File: src/rtl/jtsdram_check.sv
// SDRAM read-back checker: compares each accepted word against a 16-bit LFSR sequence.
// Define JTSDRAM_ERRADDR_EN to build the first-error address capture register.
module jtsdram_check #(
    parameter logic [15:0] SEED = 16'hACE1,
    parameter int unsigned AW   = 22
) (
    input  logic          clk,
    input  logic          rst_n,
    input  logic          dwnld_busy,
    input  logic          start,
    input  logic          rd_valid,
    input  logic [15:0]   rd_data,
    output logic          rd_ready,
    output logic          bad,
    output logic [7:0]    err_cnt,
    output logic [AW-1:0] first_err_addr,
    output logic [AW-1:0] addr,
    output logic          done
);

    typedef enum logic [1:0] {StIdle, StRun, StDone} state_e;

    state_e        state_q, state_d;
    logic [AW-1:0] addr_q, addr_d;
    logic [15:0]   lfsr_q, lfsr_d;
    logic [15:0]   lfsr_next;
    logic          bad_q, bad_d;
    logic [7:0]    err_q, err_d;
    logic          accept, mismatch, last_word;

    // A word arriving during a download is dropped without comparison.
    assign accept    = rd_valid && (state_q == StRun) && !dwnld_busy;
    assign mismatch  = accept && (rd_data != lfsr_q);
    assign last_word = &addr_q;
    assign lfsr_next = {lfsr_q[14:0], lfsr_q[15] ^ lfsr_q[13] ^ lfsr_q[12] ^ lfsr_q[10]};

    always_ff @(posedge clk or negedge rst_n) begin
        if (!rst_n) begin
            state_q <= StIdle;
        end else begin
            state_q <= state_d;
        end
    end

    always_comb begin
        state_d = state_q;
        if (dwnld_busy) begin
            state_d = StIdle;
        end else begin
            case (state_q)
                StIdle:  if (start) state_d = StRun;
                StRun:   if (accept && last_word) state_d = StDone;
                StDone:  state_d = StIdle;
                default: state_d = StIdle;
            endcase
        end
    end

    always_comb begin
        rd_ready = (state_q == StRun);
        done     = (state_q == StDone) && !dwnld_busy;
    end

    always_comb begin
        addr_d = addr_q;
        lfsr_d = lfsr_q;
        bad_d  = bad_q;
        err_d  = err_q;
        if (dwnld_busy) begin
            addr_d = '0;
            lfsr_d = SEED;
            bad_d  = 1'b0;
            err_d  = 8'd0;
        end else if (state_q == StIdle && start) begin
            addr_d = '0;
            lfsr_d = SEED;
        end else if (accept) begin
            addr_d = addr_q + AW'(1);
            lfsr_d = lfsr_next;
            if (mismatch) begin
                bad_d = 1'b1;
                if (err_q != 8'hFF) err_d = err_q + 8'd1;
            end
        end
    end

    always_ff @(posedge clk or negedge rst_n) begin
        if (!rst_n) begin
            addr_q <= '0;
            lfsr_q <= SEED;
            bad_q  <= 1'b0;
            err_q  <= 8'd0;
        end else begin
            addr_q <= addr_d;
            lfsr_q <= lfsr_d;
            bad_q  <= bad_d;
            err_q  <= err_d;
        end
    end

    assign addr    = addr_q;
    assign bad     = bad_q;
    assign err_cnt = err_q;

`ifdef JTSDRAM_ERRADDR_EN
    logic [AW-1:0] first_q, first_d;

    // Only the very first mismatch since reset/download is recorded.
    always_comb begin
        first_d = first_q;
        if (dwnld_busy) begin
            first_d = '0;
        end else if (mismatch && err_q == 8'd0) begin
            first_d = addr_q;
        end
    end

    always_ff @(posedge clk or negedge rst_n) begin
        if (!rst_n) begin
            first_q <= '0;
        end else begin
            first_q <= first_d;
        end
    end

    assign first_err_addr = first_q;
`else
    assign first_err_addr = '0;
`endif

endmodule

File: config.mk
export PLATFORM = sky130hd
export DESIGN_NAME = jtsdram_check
export DESIGN_NICKNAME = d
export VERILOG_FILES = /design/src/rtl/jtsdram_check.sv
export SDC_FILE = /design/constraint.sdc
export NUM_CORES = 1
export LEC_CHECK = 0
export CORE_MARGIN = 2
export CORE_UTILIZATION = 52
export DETAILED_ROUTE_END_ITERATION = 16
export GPL_ROUTABILITY_DRIVEN = 0
export PLACE_DENSITY = 0.94
export SLEW_MARGIN = 20
export SYNTH_ARGS = -nofsm -noshare
export SYNTH_HDL_FRONTEND = slang
export SYNTH_SLANG_ARGS = --single-unit
File: constraint.sdc
create_clock -name clk -period 5.55 [get_ports clk]
set_clock_uncertainty 0.2 [all_clocks]
set_input_delay 0.555 -clock clk [delete_from_list [all_inputs] [get_ports clk]]
set_output_delay 0.555 -clock clk [all_outputs]
set_load 0.05 [all_outputs]
### Yosys cells after proc, flatten, opt, wreduce, memory -nomap -nowiden

Cells that the tools add are included.

* input port bits: 21
* logic and storage cells: 52
* flip-flop bits (word level): 49
* output and inout bits: 55

* reductions and logical operators: 16
* mux-type cells: 19
* bitwise operators: 3
* eq/ne operators: 7
* add/subtract/negate cells: 2

Operators with widths (number)
* 22-bit 2-to-1 mux: 3
* 16-bit 2-to-1 mux: 3
* 8-bit 2-to-1 mux: 5
* 22-bit by 1-bit adder with 22-bit output (second input constant): 1
* 22-bit AND reduction: 1
* 16-bit != test: 1
* 8-bit by 1-bit adder with 8-bit output (second input constant): 1
* 8-bit != test (second input constant): 1
* 1-bit logical AND: 6
* 2-bit 2-to-1 mux: 3
* 2-bit nonzero test: 3
* 1-bit 2-to-1 mux: 4
* 2-bit one-hot mux with 2 select lines: 1
* 4-bit AND reduction: 1
* 3-bit by 2-bit != test with 1-bit output (second input constant): 1
* 3-bit != test (second input constant): 1
* 3-bit AND reduction: 1
* 3-bit nonzero test: 1
* 1-bit bitwise XOR: 3
* 2-bit by 1-bit == test with 1-bit output (second input constant): 1
* 2-bit == test (second input constant): 1
* 2-bit zero test: 1
* 2-bit != test (second input constant): 1
* 2-bit AND reduction: 1
* 1-bit zero test: 1

### Longest topological paths before layout

* depth after elaboration: 8
* depth in mapped cells: 7
* mapped depth without buffers: 6

### Least setup slack after synthesis

No wires, ideal clock.

* path type: input-to-output
* start: input port dwnld_busy
* end: output port done
* stages: 2
* slack: 2.886 ns
* data required time: 4.795 ns
* path buffers: 1
* arrival time: 1.909 ns
* path through: clkbuf_1 nor3b_1

* longest elaborated chain between the ends: 2

RTL lines
* from (decl): line 9 `input logic dwnld_busy,`
* 1-bit zero test: line 61 `done = (state_q == StDone) && !dwnld_busy;`
* 1-bit logical AND: line 61
* to (decl): line 18 `output logic done`

Every way passes these cells.

### Worst setup path in the final report

Same ends and word-level chain as after synthesis.

==> parameters.txt <==
Parameter                              Value

Yosys
  EDFF count, synth    0
  Average cell area after synthesis    9.19 sq um
  Fraction of synthesis flops using an asynchronous set or reset pin    1.00
  Synth Area in Compound Gates    0.0519
  Number of distinct library cells after synthesis    38
  Netlist Area Pre-Place    2700 sq um
  Proportion of synthesized chip area in sequential cells    0.458
  Synth Area in XOR/XNOR    0.126
  Main area contributors after synthesis    sky130_fd_sc_hd__dfrtp_1 38%, sky130_fd_sc_hd__xor2_1 9.4%, sky130_fd_sc_hd__dfstp_2 7.8%, sky130_fd_sc_hd__nand2_1 6.4%, sky130_fd_sc_hd__buf_4 6.1%
  Simple logic cell fraction of the synthesized area    0.253
  Commonest register cell after synthesis    sky130_fd_sc_hd__dfrtp_1
  Proportion of synthesized area in mux cells    0.0120
  Adder-cell share of the synthesized area    0.00926
  Instance count of the mapped netlist    294
  Dominant combinational cell family by area after synthesis    simple AND/OR/NAND/NOR gates
  Flop and latch count out of synthesis    49
  Cell type with the highest aggregate area in the netlist    sky130_fd_sc_hd__dfrtp_1
  Total number of yosys warnings    0
  Fraction of synthesized cell area taken by the top area cell type    0.380

Cells and area
  Proportion of layout cells with a drive suffix above 1    0.0641
  Area growth from synthesis to layout    20.9%
  Most frequent standard cell in the layout excluding fill and tap cells    sky130_fd_sc_hd__clkdlybuf4s50_1
  # nets final    365
  Most used cells in the layout excluding fill and tap cells    52 x sky130_fd_sc_hd__clkdlybuf4s50_1, 46 x sky130_fd_sc_hd__nand2_1, 41 x sky130_fd_sc_hd__dfrtp_1
  Finished layout cell area    3270 sq um
  Antenna diodes    0

Clocking
  Post-CTS Setup Repair Bufs    0
  Clk buf depth    2
  Worst-path clk slew    0.08 ns
  TritonCTS clock tree    yes
  Number of clock sinks    49
  Root Buffer Master    sky130_fd_sc_hd__clkbuf_8
  Number of gates given a new drive strength after cts    0
  CTS H-tree depth    2
  Clock latency on the worst-skew pair    0.31 ns
  Hold-fix buffers, CTS    0
  Total clock buffers created by CTS    5

Pwr
  Leakage power figure    1.39 nW
  Worst vdd ir    0.196 mV
  Part of the total power dissipated in sequential elements    0.546
  Part of the power in the clock network    0.302
  Cell area power density    209 nW/um^2
  Internal power    481 uW
  Final total power    681 uW
  Share of total power consumed by net switching    0.294
  Fraction of power consumed by combinational cells    0.153
  NetSw    200 uW

Floorplan
  Starting utilization of the core area    0.532
  # IOs    76
  Number of core rows    26
  Area of the die    5790 sq um
  Placeable core region    5070 sq um
  DIE WIDTH    76.1 microns
  Chip Height    76.1 microns

Drt
  DRC    0
  DR vias    2238
  DRC marker count from the first detailed-route iteration    135
  Number of vias per cell    5.42
  WL final    5990 microns
  Count of antenna-violating nets left after detailed routing    0
  Post-DR wirelength/cell    14.5 microns
  First drt pass iteration count    4

STA
  Transition at the pin with the smallest max-transition slack    0.965 ns
  Final critical-path required period    3.09 ns
  Post-route setup TNS    0 ns
  Slew margin rel.    0.355
  Max Clk Rate    324 MHz
  RSZ-0062 raised after global routing    no
  Max Slew Vio Count    0
  Setup-violating endpoint count in the final report    0
  Hold Vio Cnt, Final    0
  Crit share post-route    0.556

GRT
  First-pass GRT wire length    9780 microns
  Met1 usage in global routing    0.255
  Met3 routing resource usage after global routing    0.0509
  Pin count of the biggest net entering global routing    50
  Total global routing track utilization    0.208
  Met2 Usage GRT    0.359
  Most used routing layer in global routing    met2
  Number of global-route vias before repair    2113
  Gr ovfl total    0
  Initial antenna violation count    0

Hold path
  Path type of the worst min-delay path    input port to async pin

Worst setup path
  Critical path class    input port to output port
  Highest net fanout along the worst path    15
  Worst path required time    4.80 ns
  Critical Path End Type    output port
  Kind of launch point of the worst setup path    input port
  Critical path arrival    2.33 ns

Run status
  Outcome    finished, final reports clean

Place
  Estimated wirelength of the detail-placed design    4190 microns
  Input/output buffers    53
  Placed instance area    3180 sq um

Run
  Number of maximum-capacitance violations    0
[per-stage QoR]
step           hold slack, ns  std cells  utilization  setup slack, ns
2_1_floorplan          0.0594        315            -             2.89
3_3_place_gp            0.293        405        0.627             2.47
3_5_place_dp            0.306        405        0.627             2.44
4_1_cts                 0.274        413        0.643             2.47
5_1_grt                0.0947        413        0.643             2.40
6_report               0.0522        413        0.643             2.46
[layer usage]
layer	part of all wire	wire length [microns]
met5	0	0
met4	0.022	129
met3	0.057	341
met2	0.51	3080
met1	0.41	2440
[sequential cells by signal, indices dropped and copies added (netlist names)]
name,count
addr,22
lfsr_q,16
err_cnt,8
state_q,2
bad,1
[area by class of cell]
cell class	instances	area, sq um
fill	425	1810
multi-input combinational	227	1310
sequential	49	1240
timing repair buffer	54	536
tap	70	87.6
clock buffer	6	72.6
inverter	5	18.8
clock inverter	2	10.0
[synthesized netlist by cell type, types with 3 or more instances]
library cell	n
sky130_fd_sc_hd__nand3_1	21
sky130_fd_sc_hd__a21oi_1	15
sky130_fd_sc_hd__clkbuf_1	9
sky130_fd_sc_hd__or4_1	3
sky130_fd_sc_hd__dfrtp_1	41
sky130_fd_sc_hd__buf_4	22
sky130_fd_sc_hd__xor2_1	29
sky130_fd_sc_hd__inv_1	5
sky130_fd_sc_hd__and4_1	4
sky130_fd_sc_hd__nor2_1	28
sky130_fd_sc_hd__nand2_1	46
sky130_fd_sc_hd__dfstp_2	8
sky130_fd_sc_hd__xnor2_1	10
sky130_fd_sc_hd__and3_1	4
sky130_fd_sc_hd__nor2b_1	3
sky130_fd_sc_hd__nand4_1	10
sky130_fd_sc_hd__nor4_1	7
[worst max-delay path: stages]
cell                              delay [ns]
sky130_fd_sc_hd__clkdlybuf4s50_1        0.66
sky130_fd_sc_hd__nor3b_1                0.28
sky130_fd_sc_hd__clkdlybuf4s50_1        0.84
[power groups by stage]
stage                     registers [mW]  logic, mW  clock network (mW)
after global routing               0.373      0.112               0.220
after global placement             0.378      0.100                   0
after detailed placement           0.378      0.104                   0
final                              0.372      0.104               0.205
after floorplan                    0.382     0.0768                   0
after CTS                          0.372      0.104               0.205
[worst paths after layout]
| path | start | end | slack, ns | cells after the start |
|---|---|---|---|---|
| min in group clk | lfsr_q[7] | lfsr_q[8] | 0.32 | 2 |
| hold / removal | rst_n | err_cnt[5] | 0.05 | 1 |
| hold reg to reg | lfsr_q[7] | lfsr_q[8] | 0.32 | 2 |
| setup / recovery | dwnld_busy | done | 2.46 | 3 |
| max in group asynchronous | rst_n | addr[21] | 4.70 | 1 |
| setup reg to reg | state_q[1] | addr[14] | 3.02 | 5 |
[kinds of logic (layout without fill, tap and decap cells)]
family                   count (synthesis)  count (layout)
adder cells (fa/ha/maj)                  2               2
buffers and inverters                   39              67
other                                    1              22
XOR/XNOR                                39              39
AND/OR/NAND/NOR                        137             137
multiplexers                             3               3
AO/OA/AOI/OAI                           24              24
flip-flops                              49              49
(Power assumes the default switching activity.)
